File: config.mk
export PLATFORM = sky130hd
export DESIGN_NAME = qam16_slicer_ber
export DESIGN_NICKNAME = d
export VERILOG_FILES = /design/src/rtl/qam16_slicer_ber.sv
export SDC_FILE = /design/constraint.sdc
export NUM_CORES = 1
export LEC_CHECK = 0
export CORE_ASPECT_RATIO = 0.7
export CORE_UTILIZATION = 54
export DETAILED_ROUTE_END_ITERATION = 16
export DONT_BUFFER_PORTS = 1
export GPL_ROUTABILITY_DRIVEN = 0
export PLACE_DENSITY = 0.69
export SYNTH_ARGS = -nofsm -noshare
export SYNTH_HDL_FRONTEND = slang
export SYNTH_SLANG_ARGS = --single-unit
File: constraint.sdc
create_clock -name clk -period 5.52 [get_ports clk]
set_clock_uncertainty 0.05 [all_clocks]
set_input_delay 0.552 -clock clk [delete_from_list [all_inputs] [get_ports clk]]
set_output_delay 0.552 -clock clk [all_outputs]
set_load 0.01 [all_outputs]
File: src/rtl/qam16_slicer_ber.sv
// 16-QAM receive checker: slices I/Q samples into symbols, aligns them against
// the transmit symbol stream through a delay search, and counts symbol errors per window.
module qam16_slicer_ber #(
  parameter int MAX_DELAY    = 15,
  parameter int TRIAL_LEN    = 64,
  parameter int LOCK_ERR_MAX = 2,
  parameter int MEAS_LEN     = 1048576,
  parameter int LOSS_ERR_MAX = 262144
) (
  input  logic        clk,
  input  logic        reset,
  input  logic        sym_clk_en,
  input  logic [17:0] sig_inph,
  input  logic [17:0] sig_quad,
  input  logic [17:0] threshold,
  input  logic [3:0]  tx_sym,
  output logic [3:0]  rx_sym,
  output logic [3:0]  delay_sel,
  output logic        locked,
  output logic [21:0] err_count,
  output logic        window_done
);

  localparam int TW = $clog2(TRIAL_LEN + 1);
  localparam int MW = $clog2(MEAS_LEN + 1);
  localparam int FW = $clog2(MAX_DELAY + 2);

  localparam logic [1:0] ST_FILL   = 2'd0;
  localparam logic [1:0] ST_SEARCH = 2'd1;
  localparam logic [1:0] ST_LOCKED = 2'd2;

  logic [3:0]          code_vec;
  logic signed [18:0]  thr_ext;
  logic [3:0]          rx_sym_reg;
  logic [3:0]          ref_pipe [0:MAX_DELAY];
  logic [3:0]          ref_sel;
  logic                sym_err;

  logic [1:0]          state_reg, state_next;
  logic [FW-1:0]       fill_reg, fill_next;
  logic [3:0]          delay_reg, delay_next, delay_inc;
  logic [TW-1:0]       trial_cnt_reg, trial_cnt_next;
  logic [TW-1:0]       trial_err_reg, trial_err_next, trial_err_sum;
  logic [MW-1:0]       meas_cnt_reg, meas_cnt_next;
  logic [21:0]         meas_err_reg, meas_err_next, meas_err_sum;
  logic [21:0]         err_count_reg, err_count_next;
  logic                locked_reg, locked_next;
  logic                window_done_reg, window_done_next;

  assign thr_ext = {1'b0, threshold};

  // Rail 1 is in-phase (symbol bits 3:2), rail 0 is quadrature (bits 1:0).
  genvar gi;
  generate
    for (gi = 0; gi < 2; gi++) begin : g_rail
      logic signed [18:0] x_ext;
      assign x_ext = (gi == 1) ? {sig_inph[17], sig_inph} : {sig_quad[17], sig_quad};
      assign code_vec[2*gi +: 2] = (x_ext >= thr_ext)   ? 2'b11 :
                                   (x_ext >= 19'sd0)    ? 2'b10 :
                                   (x_ext >= -thr_ext)  ? 2'b01 : 2'b00;
    end
  endgenerate

  always_ff @(posedge clk or posedge reset) begin
    if (reset) begin
      rx_sym_reg <= '0;
      for (int k = 0; k <= MAX_DELAY; k++) ref_pipe[k] <= '0;
    end else if (sym_clk_en) begin
      rx_sym_reg  <= code_vec;
      ref_pipe[0] <= tx_sym;
      for (int k = 1; k <= MAX_DELAY; k++) ref_pipe[k] <= ref_pipe[k-1];
    end
  end

  assign ref_sel       = ref_pipe[delay_reg];
  assign sym_err       = (rx_sym_reg != ref_sel);
  assign trial_err_sum = trial_err_reg + TW'(sym_err);
  assign meas_err_sum  = (meas_err_reg == 22'h3FFFFF) ? meas_err_reg : meas_err_reg + 22'(sym_err);
  assign delay_inc     = (delay_reg == 4'(MAX_DELAY)) ? 4'd0 : delay_reg + 4'd1;

  always_comb begin
    state_next       = state_reg;
    fill_next        = fill_reg;
    delay_next       = delay_reg;
    trial_cnt_next   = trial_cnt_reg;
    trial_err_next   = trial_err_reg;
    meas_cnt_next    = meas_cnt_reg;
    meas_err_next    = meas_err_reg;
    err_count_next   = err_count_reg;
    locked_next      = locked_reg;
    window_done_next = 1'b0;
    if (sym_clk_en) begin
      case (state_reg)
        ST_FILL: begin
          if (fill_reg == FW'(MAX_DELAY)) begin
            state_next     = ST_SEARCH;
            delay_next     = 4'd0;
            trial_cnt_next = '0;
            trial_err_next = '0;
          end else begin
            fill_next = fill_reg + FW'(1);
          end
        end
        ST_SEARCH: begin
          if (trial_cnt_reg == TW'(TRIAL_LEN - 1)) begin
            trial_cnt_next = '0;
            trial_err_next = '0;
            if (trial_err_sum <= TW'(LOCK_ERR_MAX)) begin
              state_next    = ST_LOCKED;
              locked_next   = 1'b1;
              meas_cnt_next = '0;
              meas_err_next = '0;
            end else begin
              delay_next = delay_inc;
            end
          end else begin
            trial_cnt_next = trial_cnt_reg + TW'(1);
            trial_err_next = trial_err_sum;
          end
        end
        ST_LOCKED: begin
          if (meas_cnt_reg == MW'(MEAS_LEN - 1)) begin
            meas_cnt_next    = '0;
            meas_err_next    = '0;
            err_count_next   = meas_err_sum;
            window_done_next = 1'b1;
            // A window this bad means the alignment slipped: resume the search at the next tap.
            if (meas_err_sum > 22'(LOSS_ERR_MAX)) begin
              state_next     = ST_SEARCH;
              locked_next    = 1'b0;
              delay_next     = delay_inc;
              trial_cnt_next = '0;
              trial_err_next = '0;
            end
          end else begin
            meas_cnt_next = meas_cnt_reg + MW'(1);
            meas_err_next = meas_err_sum;
          end
        end
        default: state_next = ST_FILL;
      endcase
    end
  end

  always_ff @(posedge clk or posedge reset) begin
    if (reset) begin
      state_reg       <= ST_FILL;
      fill_reg        <= '0;
      delay_reg       <= '0;
      trial_cnt_reg   <= '0;
      trial_err_reg   <= '0;
      meas_cnt_reg    <= '0;
      meas_err_reg    <= '0;
      err_count_reg   <= '0;
      locked_reg      <= 1'b0;
      window_done_reg <= 1'b0;
    end else begin
      state_reg       <= state_next;
      fill_reg        <= fill_next;
      delay_reg       <= delay_next;
      trial_cnt_reg   <= trial_cnt_next;
      trial_err_reg   <= trial_err_next;
      meas_cnt_reg    <= meas_cnt_next;
      meas_err_reg    <= meas_err_next;
      err_count_reg   <= err_count_next;
      locked_reg      <= locked_next;
      window_done_reg <= window_done_next;
    end
  end

  assign rx_sym      = rx_sym_reg;
  assign delay_sel   = delay_reg;
  assign locked      = locked_reg;
  assign err_count   = err_count_reg;
  assign window_done = window_done_reg;

endmodule

==> results by stage <==
Synthesis:
- In the synthesized netlist the async set-or-reset flop fraction comes to 1.00.
- In this run, synthesis produced a sequential element count of 160.
- For this run, the leading register cell type out of synthesis is sky130_fd_sc_hd__dfrtp_1.
- The average cell area after synthesis is 10.0 µm².
- Synthesis produced a netlist whose cell count is 1026.
- During synthesis, Yosys emitted a total of 0 warnings.
- The sequential share of the synthesized area is 0.390.
- The number of nets in the synthesized netlist is 1175.
- In this run, distinct cell masters in the synthesized netlist total 70.
- The post-synthesis instance area is about 0.01 mm².
- In this run, synthesis inferred 0 flip-flops with an integrated enable.

Clock network:
- The clock buffer count from CTS is 17.
- The clock tree from TritonCTS is done.
- CTS built an H-tree with a depth of 4.
- Clock-pin slew was measured on the worst setup and hold paths at ~70 ps.
- Clock latency on the worst-skew pair, taken at its later pin, is roughly 430 ps.
- The post-cts repair resize count is 0.
- The buffer count from post-CTS setup fixing is 0.
- The number of hold buffers added after cts is 0.
- The largest buffer count on any clock path is 2.
- The root buffer cell chosen for the clock tree is sky130_fd_sc_hd__clkbuf_16.
- The clock sink count is 160.

Critical path:
- The nature of the critical path startpoint is a register.
- At the worst endpoint, the required time is 5780 ps.
- The critical-path maximum fanout is 16.
- Data arrives at the worst endpoint at 5220 ps.
- The worst setup path is of the register to register kind.
- The type of element capturing the critical path is a register.

Detailed routing:
- The first detailed-routing pass ran for 6 iterations.
- The first-iteration detailed-routing DRC count is 708.
- Once detail routing completed, the nets flagged for antenna violations numbered 0.
- In the routed design, unresolved DRC markers number 0.
- The total via count after detailed routing is 7796.
- After detailed routing, the number of vias per cell comes to 6.19.
- After detailed routing, the average wire length per cell comes to 18.4 µm.
- The routed design has 23200 µm of wire.

GRT:
- The total grt overflow is 0.
- The initial antenna violation count came to 0.
- The largest net degree at the start of global routing is 85.
- The first-pass GRT wire length is between 30000 and 40000 µm.
- For this run, the total global-route usage over all layers was measured as 0.247.
- The number of global-route vias before repair was 7271.

Floorplanning:
- The standard-cell row count is 41.
- From bottom edge to top edge, the die measures 117 µm.
- For this configuration, the core starts out at a cell density of 0.561.
- The die is 167 µm wide.
- The floorplan step defined a core boundary enclosing 0.0183 mm².
- The die footprint is 0.0196 mm².
- The number of top-level pins is 93.

Power:
- The analysis attributes to cell leakage a power of 4.85 nW.
- The proportion of power drawn by combinational gates is 0.191.
- The share of total power dissipated in sequential elements is 0.467.
- The peak ir drop on the vdd network is 0.000196 V.
- Of the total power, the share spent switching nets is 0.302.
- Internal power comes to 2.42 mW.
- The power spent charging and discharging nets is about 1.0 mW.
- The design draws 3.47 mW.
- The share of total power dissipated in the clock network is 0.342.
- The total power density per cell area is 314 mW/mm².

Final layout:
- The number of fill cells is 1536.
- The flip-flop count of the largest register after layout is 64.
- In the final layout, flip-flops and latches occupy around 0.004 mm².
- The area of the multi-input gates is approximately 0.006 mm².
- The area of all placed cells without fillers is 0.0111 mm².
- For this run, the share of the core covered by cells in the final layout is 0.604.
- In the final layout, the share of cells above drive strength 1 is 0.147.
- The count of inserted antenna diode cells is 0.
- For this run, the post-layout net count is roughly 1200.
- The growth of design area from synthesis to finish is 7.75%.

STA:
- The minimum clock period is just under 5000 ps.
- The final hold violation count is 0.
- The measured slew at the worst slew-check pin is just over 900 ps.
- Headroom to the max-slew limit came out at 0.393.
- The count of pins over their slew limit is 0.
- Setup violations remaining at the end of the flow were counted as 0.
- Setup repair after global routing left no endpoint under its margin.
- Of the available clock period, the critical path in the final layout requires 0.899.
- The highest clock rate is ~0.2 GHz.
- The final worst slack is 556 ps.
- The setup TNS is 0 ps.

Outcome:
- The flow ran to the end, and the final reports show no timing, DRC or antenna violations.

Placed design:
- OpenSTA, run right after detailed placement, puts the worst setup slack at 289 ps.
- The HPWL after detailed placement is 16700 µm.
- Input and output buffers added on the ports amount to 0.
- The cell area after placement is 0.0105 mm².

Flow run:
- The total of max-cap violations is 0.

Hold path:
- The type of the most critical hold path is input port to asynchronous set/reset pin.
## final cells by class
| cell class | count | share of cell area |
|---|---|---|
| inverters | 37 | 0.0130 |
| repair buffers | 14 | 0.00950 |
| well taps | 236 | 0.0267 |
| clock buffers | 19 | 0.0400 |
| multi-input cells | 781 | 0.535 |
| clock inverters | 13 | 0.0135 |
| flip-flops and latches | 160 | 0.362 |
## cell usage in the layout, fill, tap and decap left out, types with 4 or more instances in the layout
master / netlist / routed
sky130_fd_sc_hd__clkbuf_16: 0 / 17
sky130_fd_sc_hd__o31ai_1: 27 / 27
sky130_fd_sc_hd__nor3_1: 17 / 17
sky130_fd_sc_hd__o21bai_1: 4 / 4
sky130_fd_sc_hd__buf_4: 0 / 14
sky130_fd_sc_hd__inv_1: 37 / 36
sky130_fd_sc_hd__nor2b_1: 13 / 13
sky130_fd_sc_hd__nand2b_1: 5 / 5
sky130_fd_sc_hd__mux4_2: 20 / 20
sky130_fd_sc_hd__and4_1: 5 / 5
sky130_fd_sc_hd__xor2_1: 9 / 9
sky130_fd_sc_hd__a21oi_1: 40 / 40
sky130_fd_sc_hd__and3_1: 18 / 18
sky130_fd_sc_hd__nand2_1: 94 / 94
sky130_fd_sc_hd__nor4_1: 8 / 8
sky130_fd_sc_hd__xnor2_1: 30 / 30
sky130_fd_sc_hd__o21ai_0: 91 / 91
sky130_fd_sc_hd__a21o_1: 24 / 24
sky130_fd_sc_hd__mux2_2: 66 / 66
sky130_fd_sc_hd__nand4_1: 28 / 28
sky130_fd_sc_hd__or3_1: 6 / 6
sky130_fd_sc_hd__nor3b_1: 5 / 5
sky130_fd_sc_hd__and2_1: 9 / 9
sky130_fd_sc_hd__o211ai_1: 4 / 4
sky130_fd_sc_hd__o21a_1: 13 / 13
sky130_fd_sc_hd__a211oi_1: 4 / 4
sky130_fd_sc_hd__inv_8: 0 / 5
sky130_fd_sc_hd__dfrtp_1: 160 / 159
sky130_fd_sc_hd__nand3_1: 31 / 31
sky130_fd_sc_hd__a31oi_1: 7 / 7
sky130_fd_sc_hd__ha_1: 88 / 88
sky130_fd_sc_hd__mux2i_1: 8 / 8
sky130_fd_sc_hd__nor2_1: 56 / 56
## Yosys cell counts (13+ instances only)
master,instances,area [µm²]
sky130_fd_sc_hd__o21a_1,13,97.6
sky130_fd_sc_hd__and3_1,18,113
sky130_fd_sc_hd__clkbuf_1,34,128
sky130_fd_sc_hd__nand3_1,31,155
sky130_fd_sc_hd__nor2_1,56,210
sky130_fd_sc_hd__nand2_1,94,353
sky130_fd_sc_hd__xnor2_1,30,263
sky130_fd_sc_hd__a21o_1,24,180
sky130_fd_sc_hd__o21ai_0,91,455
sky130_fd_sc_hd__nor3_1,17,85.1
sky130_fd_sc_hd__a21oi_1,40,200
sky130_fd_sc_hd__inv_1,37,139
sky130_fd_sc_hd__ha_1,88,1100
sky130_fd_sc_hd__o31ai_1,27,203
sky130_fd_sc_hd__nor2b_1,13,81.3
sky130_fd_sc_hd__mux2_2,66,743
sky130_fd_sc_hd__dfrtp_1,160,4000
sky130_fd_sc_hd__nand4_1,28,175
sky130_fd_sc_hd__mux4_2,20,450
## worst max-delay path, stage by stage, from the launching register on
cell and delay [ps]:
sky130_fd_sc_hd__dfrtp_2 680, sky130_fd_sc_hd__mux4_2 580, sky130_fd_sc_hd__mux4_2 500, sky130_fd_sc_hd__xnor2_1 160, sky130_fd_sc_hd__nand4_1 210, sky130_fd_sc_hd__ha_1 340, sky130_fd_sc_hd__and2_0 210, sky130_fd_sc_hd__nand4_1 190
sky130_fd_sc_hd__mux2i_1 250, sky130_fd_sc_hd__nand4_1 190, sky130_fd_sc_hd__a2111oi_4 480, sky130_fd_sc_hd__nand3_1 170, sky130_fd_sc_hd__a21oi_2 330, sky130_fd_sc_hd__or3_4 210, sky130_fd_sc_hd__mux2_1 310
## worst paths after layout
path,startpoint,cells past startpoint,slack [ps],to
max,delay_sel[0]$_DFFE_PP0P_,14,560,delay_sel[0]$_DFFE_PP0P_
min,reset,1,50,meas_cnt_reg[2]$_DFFE_PP0P_
max reg2reg,delay_sel[0]$_DFFE_PP0P_,14,560,delay_sel[0]$_DFFE_PP0P_
min reg2reg,fill_reg[3]$_DFFE_PP0P_,1,420,fill_reg[3]$_DFFE_PP0P_
max in group asynchronous,reset,2,3830,delay_sel[0]$_DFFE_PP0P_
min in group clk,tx_sym[0],1,220,ref_pipe[60]$_DFFE_PP0P_
## cells by family (layout without fill, tap and decap cells)
group           Yosys count  count (layout)  share of synthesized area
buf+inv                  85              83                     0.0333
flops                   160             160                      0.390
xor+xnor                 39              39                     0.0333
mux                      95              95                      0.125
simple gates            316             316                      0.159
compound gates          243             243                      0.153
fa+ha+maj                88              88                      0.107
## metrics by stage
stage | cells | hold slack [ps]
3_5_place_dp | 1228 | 408
4_1_cts | 1260 | 104
5_1_grt | 1260 | 132
2_1_floorplan | 1026 | 388
3_3_place_gp | 1228 | 407
6_report | 1260 | 54.2
## per-layer routing
| metal | vias to the layer above | part of all wire | GRT usage |
|---|---|---|---|
| met4 | 0 | 0.0085 | 0.0550 |
| met2 | 215 | 0.40 | 0.327 |
| met5 | - | 0 | 0 |
| met1 | 3811 | 0.53 | 0.400 |
| met3 | 17 | 0.066 | 0.0557 |
| li1 | 3753 | - | - |
## power groups by stage
stage	logic (mW)	clock network (mW)	registers (mW)
2_1_floorplan	0.584	0	1.53
3_3_place_gp	0.637	0	1.63
3_5_place_dp	0.661	0	1.63
4_1_cts	0.668	1.21	1.62
5_1_grt	0.741	1.26	1.65
6_report	0.664	1.19	1.62
No activity file was read; power rests on OpenSTA's default activity.
